<file path="config.mk">
export PLATFORM = sky130hd
export DESIGN_NAME = pdm_frontend_mc
export DESIGN_NICKNAME = d
export VERILOG_FILES = /design/src/rtl/pdm_frontend_mc.sv
export SDC_FILE = /design/constraint.sdc
export NUM_CORES = 1
export LEC_CHECK = 0
export ABC_AREA = 1
export BUFFER_PORTS_ARGS = -buffer_cell sky130_fd_sc_hd__buf_2
export CAP_MARGIN = 10
export CELL_PAD_IN_SITES_DETAIL_PLACEMENT = 0
export CELL_PAD_IN_SITES_GLOBAL_PLACEMENT = 1
export CORE_ASPECT_RATIO = 0.8
export CORE_MARGIN = 5
export CORE_UTILIZATION = 38
export DETAILED_ROUTE_END_ITERATION = 8
export GPL_TIMING_DRIVEN = 0
export PLACE_DENSITY = 0.72
export SLEW_MARGIN = 20
export SYNTH_ARGS = -nofsm -noshare
export SYNTH_HDL_FRONTEND = slang
export SYNTH_SLANG_ARGS = --single-unit
</file>
<file path="constraint.sdc">
create_clock -name clk -period 8.6 [get_ports clk]
set_input_delay 1.29 -clock clk [delete_from_list [all_inputs] [get_ports clk]]
set_output_delay 1.29 -clock clk [all_outputs]
set_load 0.005 [all_outputs]
</file>
<file path="src/rtl/pdm_frontend_mc.sv">
// PDM microphone front end, one or two interleaved channels.
// Divides clk down to mic_clk and captures ch0 at the end of each mic_clk high phase and ch1 at
// the end of each low phase. Each channel runs through a CIC_N-stage CIC decimator (ratio
// 2^DECIM_LOG2) whose output is scaled and saturated to OUT_W bits. Samples go into a
// channel-tagged FIFO.
// Ports:
//   clk, reset         system clock, synchronous active-high reset
//   en                 run enable; low stops mic_clk and clears the filters
//   pdm_data           asynchronous PDM bit stream from the mic(s)
//   mic_clk            clock to the mic(s)
//   out_data/out_ch    sample and channel at the FIFO head (zero when empty)
//   out_valid          FIFO non-empty
//   out_ready          pop the head when out_valid && out_ready
//   overflow, ovf_clr  sticky drop-on-full flag and its clear
//   fifo_level         FIFO occupancy
module pdm_frontend_mc #(
    parameter int unsigned CLK_DIV    = 4,
    parameter int unsigned NUM_CH     = 2,
    parameter int unsigned CIC_N      = 4,
    parameter int unsigned DECIM_LOG2 = 4,
    parameter int unsigned OUT_W      = 16,
    parameter int unsigned FIFO_DEPTH = 8
) (
    input  logic                          clk,
    input  logic                          reset,
    input  logic                          en,
    input  logic                          pdm_data,
    output logic                          mic_clk,
    output logic [OUT_W-1:0]              out_data,
    output logic                          out_ch,
    output logic                          out_valid,
    input  logic                          out_ready,
    output logic                          overflow,
    input  logic                          ovf_clr,
    output logic [$clog2(FIFO_DEPTH):0]   fifo_level
);
    localparam int unsigned W     = CIC_N * DECIM_LOG2 + 2;
    localparam int unsigned SHIFT = CIC_N * DECIM_LOG2 - (OUT_W - 1);
    localparam int unsigned CW    = $clog2(CLK_DIV);
    localparam int unsigned WUW   = $clog2(CIC_N + 1);
    localparam int unsigned AW    = $clog2(FIFO_DEPTH);
    localparam logic signed [W-1:0] SAT_MAX = {{(W-OUT_W+1){1'b0}}, {(OUT_W-1){1'b1}}};
    localparam logic signed [W-1:0] SAT_MIN = {{(W-OUT_W+1){1'b1}}, {(OUT_W-1){1'b0}}};

    logic [CW-1:0]         div_cnt_q, div_cnt_d;
    logic                  mic_clk_q, mic_clk_d;
    logic                  high_seen_q, high_seen_d;
    logic                  sync1_q, sync2_q;
    logic                  div_end;
    logic [NUM_CH-1:0]     cap, strobe;
    logic [W-1:0]          integ_q [NUM_CH][CIC_N];
    logic [W-1:0]          integ_d [NUM_CH][CIC_N];
    logic [W-1:0]          dly_q   [NUM_CH][CIC_N];
    logic [W-1:0]          dly_d   [NUM_CH][CIC_N];
    logic [DECIM_LOG2-1:0] ph_q    [NUM_CH];
    logic [DECIM_LOG2-1:0] ph_d    [NUM_CH];
    logic [WUW-1:0]        warm_q  [NUM_CH];
    logic [WUW-1:0]        warm_d  [NUM_CH];
    logic                  comb_go_q, comb_go_d, comb_ch_q, comb_ch_d;
    logic signed [W-1:0]   comb_res, scaled;
    logic                  push_req;
    logic [OUT_W-1:0]      push_data;
    logic [OUT_W:0]        mem_q [FIFO_DEPTH];
    logic [AW-1:0]         wr_ptr_q, wr_ptr_d, rd_ptr_q, rd_ptr_d;
    logic [AW:0]           fifo_cnt_q, fifo_cnt_d;
    logic                  ovf_q, ovf_d;
    logic                  full, pop, push_ok;

    // Divider and capture strobes.
    always_comb begin
        div_end   = en && (div_cnt_q == CW'(CLK_DIV - 1));
        div_cnt_d = div_cnt_q + CW'(1);
        mic_clk_d = mic_clk_q;
        if (!en) begin
            div_cnt_d = '0;
            mic_clk_d = 1'b0;
        end else if (div_end) begin
            div_cnt_d = '0;
            mic_clk_d = ~mic_clk_q;
        end
        // ch1 waits for the first ch0 capture so ch0 leads in every decimation period.
        for (int c = 0; c < NUM_CH; c++) begin
            cap[c] = div_end && ((c == 0) ? mic_clk_q : (!mic_clk_q && high_seen_q));
        end
        high_seen_d = en && (high_seen_q || cap[0]);
    end

    // CIC integrators on capture, comb chain one cycle after the strobe.
    always_comb begin : cic_comb
        logic [W-1:0] x_val, acc, c_in;
        x_val    = sync2_q ? W'(1) : '1;
        acc      = '0;
        c_in     = '0;
        integ_d  = integ_q;
        dly_d    = dly_q;
        ph_d     = ph_q;
        warm_d   = warm_q;
        strobe   = '0;
        comb_res = '0;
        push_req = 1'b0;
        for (int c = 0; c < NUM_CH; c++) begin
            if (cap[c]) begin
                acc = x_val;
                for (int i = 0; i < CIC_N; i++) begin
                    integ_d[c][i] = integ_q[c][i] + acc;
                    acc           = integ_d[c][i];
                end
                ph_d[c]   = ph_q[c] + DECIM_LOG2'(1);
                strobe[c] = (ph_q[c] == '1);
            end
            if (comb_go_q && (comb_ch_q == 1'(c))) begin
                c_in = integ_q[c][CIC_N-1];
                for (int i = 0; i < CIC_N; i++) begin
                    dly_d[c][i] = c_in;
                    c_in        = c_in - dly_q[c][i];
                end
                comb_res = signed'(c_in);
                if (warm_q[c] == WUW'(CIC_N)) begin
                    push_req = en;
                end else begin
                    warm_d[c] = warm_q[c] + WUW'(1);
                end
            end
        end
        comb_go_d = |strobe;
        comb_ch_d = (NUM_CH > 1) ? strobe[NUM_CH-1] : 1'b0;
        if (!en) begin
            integ_d   = '{default: '0};
            dly_d     = '{default: '0};
            ph_d      = '{default: '0};
            warm_d    = '{default: '0};
            comb_go_d = 1'b0;
            comb_ch_d = 1'b0;
        end
        scaled = comb_res >>> SHIFT;
        if (scaled > SAT_MAX) begin
            push_data = SAT_MAX[OUT_W-1:0];
        end else if (scaled < SAT_MIN) begin
            push_data = SAT_MIN[OUT_W-1:0];
        end else begin
            push_data = scaled[OUT_W-1:0];
        end
    end

    // Output FIFO.
    always_comb begin
        full       = (fifo_cnt_q == (AW+1)'(FIFO_DEPTH));
        out_valid  = (fifo_cnt_q != '0);
        pop        = out_valid && out_ready;
        push_ok    = push_req && (!full || pop);
        wr_ptr_d   = wr_ptr_q + AW'(push_ok);
        rd_ptr_d   = rd_ptr_q + AW'(pop);
        fifo_cnt_d = fifo_cnt_q + (AW+1)'(push_ok) - (AW+1)'(pop);
        // A new drop wins over a simultaneous clear.
        ovf_d      = (ovf_q && !ovf_clr) || (push_req && full && !pop);
        out_data   = out_valid ? mem_q[rd_ptr_q][OUT_W-1:0] : '0;
        out_ch     = out_valid ? mem_q[rd_ptr_q][OUT_W] : 1'b0;
        mic_clk    = mic_clk_q;
        overflow   = ovf_q;
        fifo_level = fifo_cnt_q;
    end

    always_ff @(posedge clk) begin
        if (push_ok) begin
            mem_q[wr_ptr_q] <= {comb_ch_q, push_data};
        end
    end

    always_ff @(posedge clk) begin
        if (reset) begin
            div_cnt_q   <= '0;
            mic_clk_q   <= 1'b0;
            high_seen_q <= 1'b0;
            sync1_q     <= 1'b0;
            sync2_q     <= 1'b0;
            integ_q     <= '{default: '0};
            dly_q       <= '{default: '0};
            ph_q        <= '{default: '0};
            warm_q      <= '{default: '0};
            comb_go_q   <= 1'b0;
            comb_ch_q   <= 1'b0;
            wr_ptr_q    <= '0;
            rd_ptr_q    <= '0;
            fifo_cnt_q  <= '0;
            ovf_q       <= 1'b0;
        end else begin
            div_cnt_q   <= div_cnt_d;
            mic_clk_q   <= mic_clk_d;
            high_seen_q <= high_seen_d;
            sync1_q     <= pdm_data;
            sync2_q     <= sync1_q;
            integ_q     <= integ_d;
            dly_q       <= dly_d;
            ph_q        <= ph_d;
            warm_q      <= warm_d;
            comb_go_q   <= comb_go_d;
            comb_ch_q   <= comb_ch_d;
            wr_ptr_q    <= wr_ptr_d;
            rd_ptr_q    <= rd_ptr_d;
            fifo_cnt_q  <= fifo_cnt_d;
            ovf_q       <= ovf_d;
        end
    end
endmodule

</file>
# After elaboration in Yosys (flattened, before gate mapping)

Memory sizes are Yosys's and may differ from the RTL's. A register that Yosys moved wholly into a read port is not among the register bits.
Cells that the tools add are included.

Output and inout bits: 24
RAM bits: 136
Memories: 1
Flip-flop bits (word level): 321
Logic and storage cells: 111

Bitwise gates (word level): 5
Order comparisons: 2
Reductions and logical operators: 25
Eq/ne operators: 6
$add $sub $neg: 25
Multiplexer cells: 16

Memories:

| memory | words | bits a word | read ports | clocked after Yosys merged registers in | wr ports | RTL line | source |
|---|---|---|---|---|---|---|---|
| mem_q  | 8     | 17          | 1          | 1                                       | 1        | 63       | `logic [OUT_W:0] mem_q [FIFO_DEPTH];` |

Operator list:

| kind                 | number |
|---|---|
| $add 18x18->18       | 8 |
| $sub 18x18->18       | 8 |
| $mux 18              | 3 |
| $mux 16              | 3 |
| $gt 17x16->1 const B | 1 |
| $lt 17x16->1 const B | 1 |
| $eq 4x4->1 const B   | 3 |
| $logic_and 1x1->1    | 12 |
| $mux 1               | 9 |
| $add 4x1->4 const B  | 2 |
| $add 3x1->3          | 2 |
| $add 3x1->3 const B  | 2 |
| $eq 3x3->1 const B   | 2 |
| $not 1->1            | 5 |
| $add 4x1->4          | 1 |
| $logic_not 1->1      | 4 |
| $reduce_and 2->1     | 2 |
| $reduce_bool 4->1    | 1 |
| $reduce_or 2->1      | 2 |
| $sub 4x1->4          | 1 |
| $logic_or 1x1->1     | 3 |
| $mux 3               | 1 |
| $reduce_or 3->1      | 1 |
| $add 2x1->2 const B  | 1 |
| $eq 2x2->1 const B   | 1 |

# Logic depth before layout (Yosys ltp)

Gate-level depths: netlist of run 1.

Depth after elaboration: 9
Gate-level depth with buffers: 44
Gate-level depth less buffers: 43

# Least setup slack after synthesis of run 1

Ideal clock, no wire load.

Kind: register to register
Start point: register integ_q[72] (netlist bit)
End point: memory mem_q[0][14] (netlist bit) (data pin)
Setup time: 0.284 ns
Data arrival time: 6.091 ns
Clock period less this slack: 6.375 ns
Setup slack: 2.225 ns
Stages on the path, launching flop included: 40
Data required time: 8.316 ns
Path through: dfxtp_1 > inv_1 > ha_1 > fa_1 > o21ai_1 > a21oi_1 > o21bai_1 > a21boi_1 > o21ai_0 > a21oi_1 > o21bai_1 > xor2_1 > ha_1 > a21oi_1 > inv_1 > a31oi_1 > nor2_1 > nor2_1 > [... 4 more ...] > nand2_1 > o41ai_1 > xor2_1 > inv_1 > ha_1 > inv_1 > nor3_1 > nand2_1 > or2_2 > o311ai_0 > inv_1 > nand3_1 > nand3_2 > nand2_4 > nand2_4 > buf_12 > nand2_1 > nand2_1

Longest elaborated chain between the ends: 9
Elaborated cells on any way between the ends: 10
Classes of those cells: 4 x add/sub; 2 x order compare; 4 x mux

Ends and longest elaborated chain:

| item                          | RTL line | source |
|---|---|---|
| start: declaration            | 51       | `logic [W-1:0] integ_q [NUM_CH][CIC_N];` |
| start signal: assignment      | 192      | `integ_q <= integ_d;` |
| $sub 18x18->18 * (4 in a row) | 115      | `c_in = c_in - dly_q[c][i];` |
| $mux 18 * (2 in a row)        | 111      | `if (comb_go_q && (comb_ch_q == 1'(c))) begin` |
| $lt 17x16->1                  | 138      | `end else if (scaled < SAT_MIN) begin` |
| $mux 16                       | 138      |  |
| $mux 16 *                     | 136      | `if (scaled > SAT_MAX) begin` |
| named net push_data[14]       | 62       | `logic [OUT_W-1:0] push_data;` |
| end: declaration              | 63       |  |

Mark *: on every way through the listed nets, which the timed path passes. The rest lies on a longest branch.

# Final worst setup path of run 1

Start point: register integ_q[72] (netlist bit)
End point: memory mem_q[5][14] (netlist bit) (data pin)

The elaborated chain is that of the path after synthesis.

==> results of run 1 <==
area by class of cell:
cell class / instances / area [sq um]
plain buffers: 126 / 490
clock buffers: 62 / 1430
clock inverters: 34 / 434
fillers: 7973 / 44000
inverters: 532 / 2000
multi-input cells: 2757 / 16400
flip-flops and latches: 457 / 10500
well taps: 1023 / 1280
repair buffers: 41 / 265
metal layers:
| metal | vias up | GRT usage [%] |
|---|---|---|
| met1 | 11322 | 27.9 |
| li1 | 13211 | - |
| met4 | 0 | 3.92 |
| met2 | 389 | 29.6 |
| met5 | - | 0 |
| met3 | 92 | 2.49 |
worst register-to-register path: cells and delay by family, from the launching register on:
| family | cells | cell delay [ns] |
|---|---|---|
| xor+xnor | 3 | 0.73 |
| simple gates | 11 | 1.44 |
| buf+inv | 5 | 0.50 |
| fa+ha+maj | 5 | 1.71 |
| compound gates | 14 | 2.82 |
| flops | 1 | 0.33 |
cell families after synthesis:
kind of cell / after synthesis / synth area share (%)
adder cells (fa/ha/maj): 302 / 13.3
flip-flops: 457 / 35.8
XOR/XNOR: 209 / 6.23
buffers and inverters: 658 / 8.47
AND/OR/NAND/NOR: 1208 / 17.3
AO/OA/AOI/OAI: 1038 / 18.9
power groups by stage:
stage	combinational, uW	clock [uW]	sequential, uW
2_1_floorplan	452	0	2270
3_3_place_gp	716	0	2270
3_5_place_dp	719	0	2280
4_1_cts	722	2510	2230
5_1_grt	809	2590	2230
6_report	715	2440	2230
final timing paths:
check,from,depth (start not counted),endpoint
setup / recovery,integ_q[72]$_SDFFE_PP0P_,38,mem_q[5][14]$_DFFE_PP_
hold / removal,sync1_q$_SDFF_PP0_,2,sync2_q$_SDFF_PP0_
setup reg to reg,integ_q[72]$_SDFFE_PP0P_,38,mem_q[5][14]$_DFFE_PP_
hold reg to reg,sync1_q$_SDFF_PP0_,2,sync2_q$_SDFF_PP0_
synth_stat cells (4+ instances only):
library cell,instances
sky130_fd_sc_hd__a21o_1,11
sky130_fd_sc_hd__xnor2_1,76
sky130_fd_sc_hd__o21ai_1,13
sky130_fd_sc_hd__nor3b_1,4
sky130_fd_sc_hd__a31oi_1,38
sky130_fd_sc_hd__fa_1,17
sky130_fd_sc_hd__buf_1,19
sky130_fd_sc_hd__nand4_1,14
sky130_fd_sc_hd__a211oi_1,9
sky130_fd_sc_hd__o211ai_1,14
sky130_fd_sc_hd__o311ai_0,4
sky130_fd_sc_hd__o22ai_1,24
sky130_fd_sc_hd__a21boi_1,9
sky130_fd_sc_hd__nand3_1,182
sky130_fd_sc_hd__nand2_1,576
sky130_fd_sc_hd__edfxtp_1,136
sky130_fd_sc_hd__clkbuf_1,105
sky130_fd_sc_hd__dfxtp_1,321
sky130_fd_sc_hd__xor2_1,133
sky130_fd_sc_hd__nand3b_1,4
sky130_fd_sc_hd__nand3_2,13
sky130_fd_sc_hd__o21ai_0,422
sky130_fd_sc_hd__o31ai_1,15
sky130_fd_sc_hd__nor2_1,347
sky130_fd_sc_hd__nand2_2,18
sky130_fd_sc_hd__nor3_1,25
sky130_fd_sc_hd__a21oi_1,437
sky130_fd_sc_hd__o21a_1,5
sky130_fd_sc_hd__inv_1,531
sky130_fd_sc_hd__or2_2,10
sky130_fd_sc_hd__o21bai_1,18
sky130_fd_sc_hd__a21boi_0,4
sky130_fd_sc_hd__ha_1,285
metrics by stage:
step                      power, uW  util (%)  hold slack (ns)  setup slack (ns)  instance area, sq um
after floorplan                2730         -            0.388              2.22                 29400
after global placement         2990      40.1            0.393             0.723                 30800
after detailed placement       2990      40.3            0.395             0.700                 31000
after CTS                      5460      42.7            0.403             0.671                 32800
after global routing           5630      42.7            0.414           0.00336                 32800
final                          5380      42.7            0.401             0.725                 32800
state kept, by name, summed over array words and instances (netlist names), 3 cells and up:
register / count
rd_ptr_q: 3
wr_ptr_q: 3
mem_q: 136
fifo_level: 4
ph_q: 8
dly_q: 144
warm_q: 6
integ_q: 144
layout by cell type, fill, tap and decap left out, types with 38 or more instances in the layout:
cell,count
sky130_fd_sc_hd__ha_1,285
sky130_fd_sc_hd__a31oi_1,38
sky130_fd_sc_hd__dfxtp_1,321
sky130_fd_sc_hd__a21oi_1,437
sky130_fd_sc_hd__nand2_1,576
sky130_fd_sc_hd__xor2_1,133
sky130_fd_sc_hd__nor2_1,343
sky130_fd_sc_hd__clkbuf_1,109
sky130_fd_sc_hd__clkbuf_16,55
sky130_fd_sc_hd__xnor2_1,76
sky130_fd_sc_hd__inv_1,530
sky130_fd_sc_hd__nand3_1,182
sky130_fd_sc_hd__edfxtp_1,136
sky130_fd_sc_hd__o21ai_0,421
what timing repair did:
action	4_1_cts	5_1_grt
gates resized for setup	0	2
setup buffers	0	0
setup endpoints to repair	0	40
==> flow_summary_export.csv, run 1 <==
group,metric,value,unit
run_status,status,"finished, final reports clean",
worst_setup_path,critical_path_arrival,8.15,ns
detailed_routing,wl_per_cell,15.7,um
floorplan,design.core.area,0.0769,sq mm
worst_setup_path,path_class,"reg -> reg",
detailed_routing,via_per_inst,4.97,
sta,fin_crit,7.88,ns
power,switching_share,27.4,%
sta,worst_slew_margin_rel,33.3,%
placed_design,placedCellCount,4936,
power,p_leak,0.0157,uW
worst_hold_path,worstHoldPathType,"reg -> reg",
floorplan,row_count,91,
clock_network,clock-root-buffer,"sky130_fd_sc_hd__clkbuf_16",
power,cellInternalPower,3910,uW
floorplan,floorplan.io_pins,30,
synth,synthesis.instances,3872,
clock_network,tritoncts,"done",
detailed_routing,detailedRoute.firstPassIterationCount,5,
worst_setup_path,crit_path_max_incr_delay,0.44,ns
clock_network,cts.hold.buffers_added,0,
floorplan,dieHeight,259,um
clock_network,numCtsBuffers,53,
power,total_switching_power,1470,uW
synth,synth.area.top_cells,"sky130_fd_sc_hd__dfxtp_1, sky130_fd_sc_hd__edfxtp_1, sky130_fd_sc_hd__ha_1",
clock_network,cts-root-to-sink-buffers,3,
clock_network,htreeDepth,2,
detailed_routing,detail_route.iter0.violations,1536,
placed_design,place.port_buffers,29,
detailed_routing,top_layer_used,"met4",
worst_setup_path,startpoint_type,"flip-flop",
sta,setup_viol,0,
global_route,vias_in_the_first_global_route,23582,
sta,tightest_slew,1.00,ns
clock_network,clock_insertion_delay_worst_skew,0.62,ns
synth,synth-edff-count,136,
final_layout,finish.cell_count_without_fillers,5032,
synth,number_of_distinct_library_cells_after_synthesis,51,
placed_design,detailedPlacementHpwl,61500,um
worst_setup_path,critPathSlowestCell,"sky130_fd_sc_hd__o311ai_0",
global_route,gr-usage-all-layers,18.9,%
sta,max_clock_freq,0.127,GHz
synth,synthesis.nets,4180,
synth,cell_area_after_synthesis,0.0294,sq mm
final_layout,syn_to_final_growth,11.7,%
detailed_routing,route.final.wire_length,79200,um
synth,post_synthesis_async_set_or_reset_flop_share,0,%
global_route,grt_pass1_wl,128000,um
detailed_routing,detail-route-antenna-nets,0,
clock_network,clkTransAtPathRegs,0.06,ns
floorplan,die_area,0.0830,sq mm
detailed_routing,met3RoutedLength,3410,um
synth,post-synth-top-area-cell,"sky130_fd_sc_hd__dfxtp_1",
run,cap_violations,0,
synth,synth_top_area_share,21.9,%
power,cellPowerDensity,164,mW/mm^2
worst_setup_path,cp_top_family,"compound AO/OA/AOI/OAI gates",
clock_network,clock-sinks,457,
synth,avgSynthCellArea,7.59,sq um
detailed_routing,route.vias.total,25014,
placed_design,routabilityCongestion,0.804,
floorplan,initial_core_utilization,38.2,%
worst_setup_path,largest_fanout_of_any_net_on_the_critical_path,10,
power,combPwrFrac,13.3,%
synth,synth-seq-area-share,35.8,%
synth,postSynth.topFlopCell,"sky130_fd_sc_hd__dfxtp_1",
sta,period_share,91.6,%
power,worst_ir_drop_vdd,0.000120,V
worst_setup_path,crit_required,8.87,ns
global_route,grt_antenna_before_repair,0,
final_layout,nets,4276,
sta,final_hold_viol_count,0,
sta,total_negative_slack_for_setup_checks,0,ns
synth,count_of_warnings_emitted_by_yosys,0,
power,power.sequential.fraction,41.4,%
final_layout,post_route_cells_drive_above_1_share,4.94,%
worst_setup_path,timing.critical_path.buf_inv,5,
global_route,grt-ovfl-total,0,
detailed_routing,dr_wl_met2,33400,um
sta,timing.clock.skew,0.0280,ns
detailed_routing,route.detailed.drc,0,
floorplan,fp.dieW,321,um
global_route,grt_max_degree,33,
worst_setup_path,reg2reg_slack,0.72,ns
final_layout,insertedDiodeCount,0,
worst_setup_path,endpoint_kind,"flip-flop",
sta,final-max-slew-violation-count,0,
power,clockPowerShare,45.3,%
synth,postSynthRegisterBits,457,
detailed_routing,post_route_m1_wl,41000,um
sta,setup_repair_after_global_routing_missed_its_margin,"false",
(Power assumes the default switching activity.)
==> run 2: changes to the inputs <==
Settings changed: CORE_UTILIZATION 38 to 25, PLACE_DENSITY 0.72 to 0.53.
==> run 2 against run 1 <==
Core utilization is 14 points lower; maximum frequency is 0.46% higher; sequential cell count stayed put; register-to-register slack better by 0.04 ns; hold slack worse by 0.00086 ns; highest routed layer unchanged.
==> flow_summary_export.csv, run 2 (synthesis results as in run 1) <==
group,metric,value,unit
sta,timing.clock.skew,0.0501,ns
final_layout,nets,4282,
sta,max_clock_freq,0.128,GHz
worst_setup_path,path_class,"reg -> reg",
global_route,grt_antenna_before_repair,1,
worst_setup_path,largest_fanout_of_any_net_on_the_critical_path,10,
placed_design,dp_worst_setup_slack,0.272,ns
sta,final-max-slew-violation-count,0,
detailed_routing,post_route_m1_wl,47900,um
worst_setup_path,crit_path_max_incr_delay,0.43,ns
sta,period_share,91.2,%
clock_network,htreeDepth,2,
detailed_routing,route.vias.total,25037,
final_layout,insertedDiodeCount,0,
sta,total_negative_slack_for_setup_checks,0,ns
power,cellPowerDensity,164,mW/mm^2
worst_hold_path,worstHoldPathType,"reg -> reg",
detailed_routing,route.detailed.drc,0,
detailed_routing,met3RoutedLength,3120,um
final_layout,design_area,0.0336,sq mm
floorplan,dieHeight,317,um
placed_design,detailedPlacementHpwl,68800,um
worst_setup_path,critPathSlowestCell,"sky130_fd_sc_hd__fa_1",
run_status,status,"finished, final reports clean",
clock_network,clock-root-buffer,"sky130_fd_sc_hd__clkbuf_16",
worst_setup_path,cp_top_family,"compound AO/OA/AOI/OAI gates",
power,p_leak,0.0158,uW
detailed_routing,wl_per_cell,16.0,um
placed_design,routabilityCongestion,0.792,
final_layout,layout.cells.most_common,"sky130_fd_sc_hd__nand2_1",
sta,setup_viol,0,
global_route,vias_in_the_first_global_route,24434,
worst_setup_path,startpoint_type,"flip-flop",
worst_setup_path,critical_path_arrival,8.15,ns
global_route,grt_pass1_wl,141000,um
worst_setup_path,endpoint_kind,"flip-flop",
detailed_routing,route.final.wire_length,88700,um
sta,setup_slack,0.760,ns
final_layout,post_route_cells_drive_above_1_share,5.10,%
sta,final_hold_viol_count,0,
clock_network,clkTransAtPathRegs,0.06,ns
final_layout,nFillCells,12739,
final_layout,syn_to_final_growth,14.3,%
floorplan,row_count,112,
clock_network,tritoncts,"done",
worst_setup_path,crit_required,8.91,ns
detailed_routing,top_layer_used,"met4",
detailed_routing,detailedRoute.firstPassIterationCount,6,
global_route,grt_max_degree,33,
detailed_routing,via_per_inst,4.51,
sta,tightest_slew,1.06,ns
final_layout,multiInputGateArea,0.0164,sq mm
worst_setup_path,timing.critical_path.buf_inv,6,
final_layout,area.sequential,0.0105,sq mm
power,worst_ir_drop_vdd,0.000129,V
sta,worst_slew_margin_rel,28.6,%
floorplan,floorplan.io_pins,30,
final_layout,top_regs,"dly_q: 144 flops, integ_q: 144 flops, mem_q: 136 flops",
final_layout,final_cell_mix,"sky130_fd_sc_hd__nand2_1, sky130_fd_sc_hd__inv_1, sky130_fd_sc_hd__a21oi_1",
detailed_routing,detail_route.iter0.violations,1289,
sta,fin_worst_hold_slack,0.400,ns
global_route,grt-ovfl-total,0,
floorplan,initial_core_utilization,25.2,%
clock_network,clock-sinks,457,
floorplan,fp.dieW,393,um
clock_network,clock_insertion_delay_worst_skew,0.65,ns
floorplan,design.core.area,0.117,sq mm
floorplan,die_area,0.125,sq mm
sta,fin_crit,7.84,ns
placed_design,post_dp_cell_area,0.0316,sq mm
global_route,gr-usage-all-layers,14.2,%
placed_design,place.port_buffers,29,
sta,setup_repair_after_global_routing_missed_its_margin,"false",
detailed_routing,dr_wl_met2,36400,um
detailed_routing,detail-route-antenna-nets,0,
clock_network,cts-root-to-sink-buffers,3,
run,cap_violations,0,
final_layout,post_layout_utilization_of_the_core,28.8,%
clock_network,cts.hold.buffers_added,0,
clock_network,numCtsBuffers,57,
## run 2: cell count changes in the layout (fill, tap and decap cells not counted), moves of 3 or more
cell | before | now
sky130_fd_sc_hd__nand2_2 | 18 | 21
sky130_fd_sc_hd__bufinv_16 | 9 | 4
sky130_fd_sc_hd__clkbuf_8 | 3 | 17
sky130_fd_sc_hd__clkbuf_1 | 109 | 117
sky130_fd_sc_hd__nand2_1 | 576 | 573
sky130_fd_sc_hd__clkinvlp_4 | 8 | 0
## run 2: final cells by class
class,instances,area share [%]
multi-input combinational,2757,48.9
sequential,457,31.3
inverter,532,5.95
tap,1539,5.74
clock buffer,86,5.08
buffer,126,1.46
timing repair buffer,43,0.835
clock inverter,17,0.701
## run 2: worst paths after layout
check        cells past startpoint                     start  slack (ns)               endpoint
min                              2        sync1_q$_SDFF_PP0_        0.40     sync2_q$_SDFF_PP0_
max reg2reg                     39  integ_q[72]$_SDFFE_PP0P_        0.76  mem_q[3][7]$_DFFE_PP_
min reg2reg                      2        sync1_q$_SDFF_PP0_        0.40     sync2_q$_SDFF_PP0_
max                             39  integ_q[72]$_SDFFE_PP0P_        0.76  mem_q[3][7]$_DFFE_PP_
## run 2: routing by layer
metal	vias to the layer above	GRT usage, %
met5	-	0
met4	0	2.63
met3	86	2.00
met2	256	21.6
met1	11473	21.5
li1	13222	-
## run 2: through the flow
step           power, uW  cells
2_1_floorplan       2730   3872
3_3_place_gp        3040   5440
3_5_place_dp        3040   5453
4_1_cts             5610   5556
5_1_grt             5790   5557
6_report            5490   5557
## run 2: timing repair
action,4_1_cts,5_1_grt
resized for setup,0,8
endpoints found under the setup margin,0,120
buffers inserted,0,1
hold endpoints to repair,0,0
## run 2: report_power, final
group	internal, uW	switching (uW)	total (uW)	leakage, uW
combinational	232	519	752	0.0107
clock	1480	1020	2500	0.000956
sequential	2220	16.8	2230	0.00413
## run 2: worst reg2reg max path: cells and delay by family (launching register included)
family	cells	cell delay, ns
AO/OA/AOI/OAI	11	2.35
AND/OR/NAND/NOR	14	1.85
adder cells (fa/ha/maj)	5	1.65
XOR/XNOR	3	0.77
buffers and inverters	6	0.55
flip-flops	1	0.34
==> run 3: changes to the inputs <==
Settings changed: PLACE_DENSITY 0.53 to unset, PLACE_DENSITY_LB_ADDON set to 0.1.
==> run 3 against run 2 <==
Setup slack better by 0.054 ns; critical path depth decreased by 1; register-to-register slack better by 0.05 ns; via count fell by 0.41%; sequential cell count is the same; clock skew shrank 0.029 ns; global-route usage increased by 0.93 points; die area unchanged; cell area hardly changed; combinational power increased by 0.5%; critical endpoint is now mem_q[2][6]$_DFFE_PP_.
==> flow_summary_export.csv, run 3 (synthesis results as in run 1) <==
group,metric,value,unit
sta,period_share,90.5,%
final_layout,syn_to_final_growth,14.3,%
worst_setup_path,crit_required,8.92,ns
floorplan,die_area,0.125,sq mm
worst_hold_path,worstHoldPathType,"reg -> reg",
sta,setup_slack,0.815,ns
sta,tightest_slew,1.01,ns
clock_network,post-cts-setup-buffer-count,0,
final_layout,top_regs,"dly_q: 144 flops, integ_q: 144 flops, mem_q: 136 flops",
floorplan,initial_core_utilization,25.2,%
floorplan,design.core.area,0.117,sq mm
clock_network,clkTransAtPathRegs,0.06,ns
power,p_leak,0.0158,uW
floorplan,floorplan.io_pins,30,
placed_design,detailedPlacementHpwl,74400,um
placed_design,dp_worst_setup_slack,0.499,ns
detailed_routing,via_per_inst,4.48,
worst_setup_path,crit_path_max_incr_delay,0.54,ns
floorplan,fp.dieW,393,um
clock_network,cts-root-to-sink-buffers,3,
clock_network,cts.hold.buffers_added,0,
final_layout,layout.cells.most_common,"sky130_fd_sc_hd__nand2_1",
placed_design,place.port_buffers,29,
detailed_routing,detail_route.iter0.violations,1225,
worst_setup_path,critPathSlowestCell,"sky130_fd_sc_hd__o311ai_0",
final_layout,nets,4284,
clock_network,numCtsBuffers,59,
worst_setup_path,endpoint_kind,"flip-flop",
detailed_routing,wl_per_cell,17.1,um
sta,timing.clock.skew,0.0210,ns
worst_setup_path,path_class,"reg -> reg",
detailed_routing,detail-route-antenna-nets,0,
run_status,status,"finished, final reports clean",
global_route,grt_pass1_wl,148000,um
final_layout,multiInputGateArea,0.0164,sq mm
sta,setup_viol,0,
sta,worst_slew_margin_rel,31.8,%
worst_setup_path,startpoint_type,"flip-flop",
clock_network,tritoncts,"done",
detailed_routing,route.detailed.drc,0,
power,worst_ir_drop_vdd,0.000158,V
detailed_routing,route.final.wire_length,94900,um
sta,setup_repair_after_global_routing_missed_its_margin,"false",
clock_network,htreeDepth,2,
run,cap_violations,0,
final_layout,final_cell_mix,"sky130_fd_sc_hd__nand2_1, sky130_fd_sc_hd__inv_1, sky130_fd_sc_hd__a21oi_1",
sta,max_clock_freq,0.128,GHz
sta,fin_worst_hold_slack,0.405,ns
worst_setup_path,largest_fanout_of_any_net_on_the_critical_path,10,
global_route,grt-ovfl-total,0,
floorplan,dieHeight,317,um
sta,final_hold_viol_count,0,
worst_setup_path,cpMostUsedCell,"sky130_fd_sc_hd__nand2_1",
global_route,grt_max_degree,26,
final_layout,area.sequential,0.0105,sq mm
worst_setup_path,critical_path_arrival,8.11,ns
global_route,gr-usage-all-layers,15.2,%
clock_network,clock-sinks,457,
clock_network,clock_insertion_delay_worst_skew,0.66,ns
detailed_routing,detailedRoute.firstPassIterationCount,5,
global_route,grt_antenna_before_repair,3,
final_layout,post_route_cells_drive_above_1_share,5.12,%
clock_network,clock-root-buffer,"sky130_fd_sc_hd__clkbuf_16",
floorplan,row_count,112,
clock_network,cts-resized-gates,0,
placed_design,routabilityCongestion,0.745,
power,cellPowerDensity,164,mW/mm^2
global_route,vias_in_the_first_global_route,24655,
sta,total_negative_slack_for_setup_checks,0,ns
sta,fin_crit,7.79,ns
final_layout,nFillCells,12757,
sta,final-max-slew-violation-count,0,
detailed_routing,route.vias.total,24935,
run 3: path summary, 6_finish.rpt:
kind | from | to | slack, ns | depth (start not counted)
max reg2reg | integ_q[0]$_SDFFE_PP0P_ | mem_q[2][6]$_DFFE_PP_ | 0.81 | 38
min | sync1_q$_SDFF_PP0_ | sync2_q$_SDFF_PP0_ | 0.40 | 2
max | integ_q[0]$_SDFFE_PP0P_ | mem_q[2][6]$_DFFE_PP_ | 0.81 | 38
min reg2reg | sync1_q$_SDFF_PP0_ | sync2_q$_SDFF_PP0_ | 0.40 | 2
run 3: final cells by class:
cell class | instances | share of cell area, %
clock buffers | 88 | 5.08
diodes | 1 | 0.00745
clock inverters | 22 | 0.686
inverters | 532 | 5.95
repair buffers | 43 | 0.872
well taps | 1539 | 5.74
multi-input cells | 2757 | 48.9
flip-flops and latches | 457 | 31.3
plain buffers | 126 | 1.47
run 3: metal layers:
metal / part of all wire, % / track usage (%)
met3: 3.2 / 1.98
met4: 1.5 / 2.78
met2: 40 / 22.1
met1: 56 / 23.8
met5: 0 / 0
run 3: per-stage QoR:
stage	power (uW)	util, %	instance area [sq um]	cells
after floorplan	2730	-	29400	3872
after global placement	3050	26.9	31400	5440
after detailed placement	3050	27.1	31600	5454
after CTS	5650	28.8	33600	5564
after global routing	5800	28.8	33600	5564
final	5500	28.8	33600	5565
run 3: worst max-delay path: cells and delay by family (launching register included):
family,cells,cell delay (ns)
buf+inv,5,0.49
flops,1,0.33
compound gates,5,1.70
fa+ha+maj,5,1.83
xor+xnor,3,0.85
simple gates,20,2.22
run 3: report_power, final:
| group | total (uW) | internal [uW] | switching (uW) |
|---|---|---|---|
| clock | 2520 | 1430 | 1080 |
| sequential | 2230 | 2220 | 11.0 |
| combinational | 756 | 230 | 526 |
| total | 5500 | 3880 | 1620 |
